## config.mk

```make
export PLATFORM = sky130hd
export DESIGN_NAME = sa_tile_sequencer
export DESIGN_NICKNAME = d
export VERILOG_FILES = /design/src/rtl/sa_tile_sequencer.sv
export SDC_FILE = /design/constraint.sdc
export NUM_CORES = 1
export LEC_CHECK = 0
export ABC_AREA = 1
export ABC_CLOCK_PERIOD_IN_PS = 1400
export CAP_MARGIN = 40
export CORE_MARGIN = 2
export CORE_UTILIZATION = 43
export DETAILED_ROUTE_END_ITERATION = 8
export PLACE_DENSITY = 0.77
export SETUP_SLACK_MARGIN = 0.5
export SYNTH_ARGS = -nofsm -noshare
export SYNTH_HDL_FRONTEND = slang
export SYNTH_SLANG_ARGS = --single-unit
```

## constraint.sdc

```tcl
create_clock -name clk -period 1.4 [get_ports clk]
set_input_delay 0.28 -clock clk [delete_from_list [all_inputs] [get_ports clk]]
set_output_delay 0.28 -clock clk [all_outputs]
set_load 0.01 [all_outputs]
```

## src/rtl/sa_tile_sequencer.sv

```systemverilog
// Tiled sequencer for a CH x CH systolic array: streams A/B tiles from SRAM,
// skews each lane diagonally into the array, drains, then commands C write-back.
module sa_tile_sequencer #(
    parameter int CH        = 4,
    parameter int DW        = 8,
    parameter int K_LEN     = 16,
    parameter int N_TILES   = 32,
    parameter int DRAIN_CYC = 12,
    parameter int AW        = 9,
    parameter int TW        = 5
) (
    input  logic               clk,
    input  logic               rst_n,
    input  logic               start,
    output logic               busy,
    output logic               finish,
    output logic               mem_re,
    output logic [AW-1:0]      mem_addr,
    input  logic [CH*DW-1:0]   a_rdata,
    input  logic [CH*DW-1:0]   b_rdata,
    output logic [CH*DW-1:0]   arr_a,
    output logic [CH*DW-1:0]   arr_b,
    output logic [CH-1:0]      arr_vld,
    output logic               c_we,
    output logic [TW-1:0]      c_addr,
    output logic               acc_clr
);

    localparam int FW  = (K_LEN > 1) ? $clog2(K_LEN) : 1;
    localparam int DCW = $clog2(DRAIN_CYC + 1);

    typedef enum logic [2:0] {
        S_IDLE,
        S_FEED,
        S_DRAIN,
        S_WB,
        S_CLR,
        S_DONE
    } state_t;

    state_t         state_q, state_d;
    logic [FW-1:0]  f_q;
    logic [DCW-1:0] d_q;
    logic [TW-1:0]  tile_q;
    logic [AW-1:0]  addr_q;
    logic           re_p0;

    logic feed_last, drain_last, tile_last;

    assign feed_last  = (f_q == FW'(K_LEN - 1));
    assign drain_last = (d_q == DCW'(DRAIN_CYC - 1));
    assign tile_last  = (tile_q == TW'(N_TILES - 1));
    assign mem_addr   = addr_q;

    always_ff @(posedge clk or negedge rst_n) begin
        if (!rst_n) begin
            state_q <= S_IDLE;
        end else begin
            state_q <= state_d;
        end
    end

    always_comb begin
        state_d = state_q;
        busy    = 1'b0;
        finish  = 1'b0;
        mem_re  = 1'b0;
        c_we    = 1'b0;
        c_addr  = '0;
        acc_clr = 1'b0;
        case (state_q)
            S_IDLE: begin
                if (start) state_d = S_FEED;
            end
            S_FEED: begin
                busy   = 1'b1;
                mem_re = 1'b1;
                if (feed_last) state_d = S_DRAIN;
            end
            S_DRAIN: begin
                busy = 1'b1;
                if (drain_last) state_d = S_WB;
            end
            S_WB: begin
                busy    = 1'b1;
                c_we    = 1'b1;
                c_addr  = tile_q;
                state_d = S_CLR;
            end
            S_CLR: begin
                busy    = 1'b1;
                acc_clr = 1'b1;
                state_d = tile_last ? S_DONE : S_FEED;
            end
            S_DONE: begin
                finish  = 1'b1;
                state_d = S_IDLE;
            end
            default: state_d = S_IDLE;
        endcase
    end

    // Address is a running counter; it advances between reads only, so it
    // holds the last issued address through DRAIN/WB/CLR and after the run.
    always_ff @(posedge clk or negedge rst_n) begin
        if (!rst_n) begin
            f_q    <= '0;
            d_q    <= '0;
            tile_q <= '0;
            addr_q <= '0;
        end else begin
            case (state_q)
                S_IDLE: begin
                    if (start) begin
                        f_q    <= '0;
                        tile_q <= '0;
                        addr_q <= '0;
                    end
                end
                S_FEED: begin
                    if (feed_last) begin
                        f_q <= '0;
                        d_q <= '0;
                    end else begin
                        f_q    <= f_q + FW'(1);
                        addr_q <= addr_q + AW'(1);
                    end
                end
                S_DRAIN: d_q <= d_q + DCW'(1);
                S_CLR: begin
                    tile_q <= tile_q + TW'(1);
                    if (!tile_last) addr_q <= addr_q + AW'(1);
                end
                default: ;
            endcase
        end
    end

    // Stage p0: SRAM read data becomes valid one cycle after mem_re.
    always_ff @(posedge clk or negedge rst_n) begin
        if (!rst_n) begin
            re_p0 <= 1'b0;
        end else begin
            re_p0 <= mem_re;
        end
    end

    // Skew stages: lane k carries k extra registers behind its capture stage.
    for (genvar k = 0; k < CH; k++) begin : g_lane
        logic [k:0][DW-1:0] a_p1;
        logic [k:0][DW-1:0] b_p1;
        logic [k:0]         vld_p1;

        always_ff @(posedge clk or negedge rst_n) begin
            if (!rst_n) begin
                a_p1   <= '0;
                b_p1   <= '0;
                vld_p1 <= '0;
            end else begin
                a_p1[0]   <= a_rdata[k*DW +: DW];
                b_p1[0]   <= b_rdata[k*DW +: DW];
                vld_p1[0] <= re_p0;
                for (int j = 1; j <= k; j++) begin
                    a_p1[j]   <= a_p1[j-1];
                    b_p1[j]   <= b_p1[j-1];
                    vld_p1[j] <= vld_p1[j-1];
                end
            end
        end

        assign arr_vld[k]          = vld_p1[k];
        assign arr_a[k*DW +: DW]   = vld_p1[k] ? a_p1[k] : '0;
        assign arr_b[k*DW +: DW]   = vld_p1[k] ? b_p1[k] : '0;
    end

endmodule

```

==> impl_metrics.ini <==
[setup_path]
timing.critical_path.buf_inv = 4
cpPeakStageDelay_ns = 0.38
crit_chain = inv_2 > buf_4 > buf_6 > nor3_2 > buf_2
crit_fanout = 5
worst_setup_path_end_kind = output port
cp_slowest_cell = dfrtp_1
worstPathArrival_ns = 1.42
worst-setup-path-type = flip-flop to output port
cp-start-kind = flip-flop
critical_path_required_ns = 1.12
timing.critical_path.max_delay_family = buffers and inverters

[floorplan]
std_cell_rows = 43
die_w_um = 123
floorplan.initialDensity_pct = 44.0
fp.coreArea_sq_um = 13800
fp.dieArea_sq_um = 15100
die-height_um = 123
top_level_ports = 154

[cts]
numCtsBuffers = 17
htreeDepth = 4
clock_tree.root_cell = clkbuf_16
cts.sinks = 190
clock_latency_ns = 0.42
clk_path_buf_depth = 2
cts_tree = done
cts.clk_slew.worst_paths_ns = 0.07

[synth]
synth_area_per_cell_sq_um = 12.5
netlist_top_cells_area = dfrtp_1 78%, nand2_1 6.7%, inv_1 5.3%
postSynthRegisterBits = 190
yosys_warnings = 0
netlist_instances = 485
synthDominantCellAreaShare_pct = 78.2
post_synth_instance_area_sq_um = 6080
yosys.cell_types.count = 25
synth_fp_nets = 557
seq_area_frac_synth_pct = 78.2
cell_accounting_for_the_most_synthesized_area = dfrtp_1

[cells_and_area]
nFillCells = 830
postLayoutCoreUtil_pct = 74.2
finalNetCount = 815
syn_to_final_growth_pct = 68.9
layout.cells.non_filler = 937
drive_above_1_share_pct = 53.6

[job]
drv_cap = 0

[placed_design]
placed_wire_length_estimate_um = 8380
numPortBuffers = 153
total_placed_cells_including_tap_cells = 842
dp_slack_ns = -0.263
finalWeightedCongestion = 0.855

[route]
num_vias = 4362
dr.first_iter.drc_count = 329
route.final.wire_length_um = 15700
drc_violations_left = 0
viasPerCell = 4.66
wire_per_inst_um = 16.7
postRouteAntennaNets = 0
dr.pass1.iters = 4

[power_and_ir_drop]
finalPower_mw = 18.1
p_leak_nw = 5.14
cellPowerDensity_nw_per_um2 = 1760
max-vdd-ir-drop_mv = 1.23

[sta]
timing.final.max_slew_violations = 0
worstMarginPinSlew_ns = 0.452
hold-worst-slack_ns = -0.191
timing.slew.headroom_pct = 69.9
clk_skew_ns = 0.00960
final_period_demand_of_the_worst_path_ns = 1.70
report.final.hold_viol_count = 42
setup_repair_after_global_routing_missed_its_margin = true
finalWorstSetupSlack_ns = -0.302
fmax_mhz = 588
period_share_pct = 122
final_setup_vio_count = 98

[grt]
antenna_violations_before_repair = 2
grt_usage_pct = 20.9
global_route.usage.met1_pct = 23.8
use_met3_pct = 5.58
grt_first_pass_wirelength_um = 23200
grt.busiest_layer = met2
grt_max_degree = 50
vias_in_the_first_global_route = 4586
grt_util_met2_pct = 37.0
grt_overflow = 0

[worst_hold_path]
classification_of_the_worst_slack_hold_path = input port to asynchronous set/reset pin

[status]
outcome = finished with violations
failed_checks = hold timing, setup timing
## path summary, 6_finish.rpt
kind	start	endpoint	slack, ns	cells past startpoint
worst max-delay path	state_q[2]	finish	-0.30	5
worst max register to register	tile_q[1]	mem_addr[5]	-0.26	9
min in group clk	b_rdata[0]	g_lane[0].b_p1[0]	0.29	1
worst min register to register	g_lane[3].b_p1[6]	g_lane[3].b_p1[14]	0.34	0
max in group asynchronous	rst_n	g_lane[3].b_p1[8]	1.03	2
worst min-delay path	rst_n	mem_addr[8]	-0.19	1
## cells by family (layout without fill, tap and decap cells)
group / count (synthesis) / after routing / synth area share, %
adder cells (fa/ha/maj): 5 / 5 / 1.03
other: 0 / 1 / 0
buffers and inverters: 97 / 367 / 6.18
XOR/XNOR: 4 / 4 / 0.577
AND/OR/NAND/NOR: 158 / 159 / 11.1
AO/OA/AOI/OAI: 31 / 31 / 2.84
flip-flops: 190 / 190 / 78.2
## layer usage
layer,share of wire (%),vias up
met5,0,-
met4,3.0,0
met3,5.7,39
met2,57,151
met1,35,2188
li1,-,1984
## cell type report
class | instances | area (sq um) | area share [%]
clock buffer | 19 | 443 | 4.32
clock inverter | 13 | 105 | 1.02
multi-input combinational | 199 | 1650 | 16.1
sequential | 190 | 4760 | 46.4
inverter | 87 | 334 | 3.25
timing repair buffer | 248 | 2740 | 26.7
tap | 180 | 225 | 2.19
antenna | 1 | 2.50 | 0.0244
## cell usage after synthesis
library cell / count
dfrtp_1: 190
nand2_1: 108
inv_1: 86
nand3_1: 24
o21ai_0: 20
nor2_1: 16
clkbuf_1: 8
ha_1: 5
a21oi_1: 4
nand3b_1: 3
o21ai_2: 3
xor2_1: 3
nand2_4: 2
o21bai_1: 2
buf_4: 1
buf_6: 1
inv_2: 1
nand2_2: 1
nand3_4: 1
nor2_2: 1
nor2_4: 1
nor3_1: 1
o21ai_1: 1
o22ai_1: 1
xnor2_1: 1
## layout by cell type (no fill, tap or decap), types with 3 or more instances in the layout
cell and instances:
dfrtp_1 185, buf_6 110, inv_2 68, clkdlybuf4s50_1 65, nand2_4 59, buf_4 37, nand2_1 34, clkbuf_16 20
inv_1 16, nand2_2 16, nand3_1 13, buf_2 11, buf_12 11, o21ai_2 9, o21ai_1 9, nor2_4 8
nor2_1 8, nand3_2 8, nand3_4 5, o21ai_0 5, inv_6 5, buf_16 5, dfrtp_2 5, buf_8 5
inv_4 3, nand3b_1 3, a21oi_1 3, xor2_1 3, ha_1 3, clkinvlp_4 3
## flip-flops by register name, summed over array words and instances, names as in the netlist
signal / cells
f_q: 4
d_q: 4
re_p0: 1
g_lane.a_p1: 80
tile_q: 5
g_lane.b_p1: 80
g_lane.vld_p1: 4
mem_addr: 9
state_q: 3
## timing repair
item,4_1_cts,5_1_grt
resized for setup,483,85
hold endpoints to repair,42,42
cloned,8,1
pin swaps,11,11
setup endpoints to repair,113,116
setup buffers,33,20
## per-stage QoR
| step | cell area, sq um | setup TNS [ns] | hold slack (ns) |
|---|---|---|---|
| after detailed placement | 8520 | -8.32 | 0.278 |
| after global placement | 8520 | -6.34 | 0.274 |
| after global routing | 10300 | -23.23 | -0.176 |
| after CTS | 9790 | -18.86 | -0.176 |
| final | 10300 | -18.25 | -0.191 |
| after floorplan | 6560 | -0.945 | -0.0156 |
## where the power goes
part	internal (mW)	switching, mW	leakage [nW]
registers	5.94	0.350	2.25
logic	4.07	3.27	2.63
clock network	2.36	2.12	0.263
(Power assumes the default switching activity.)
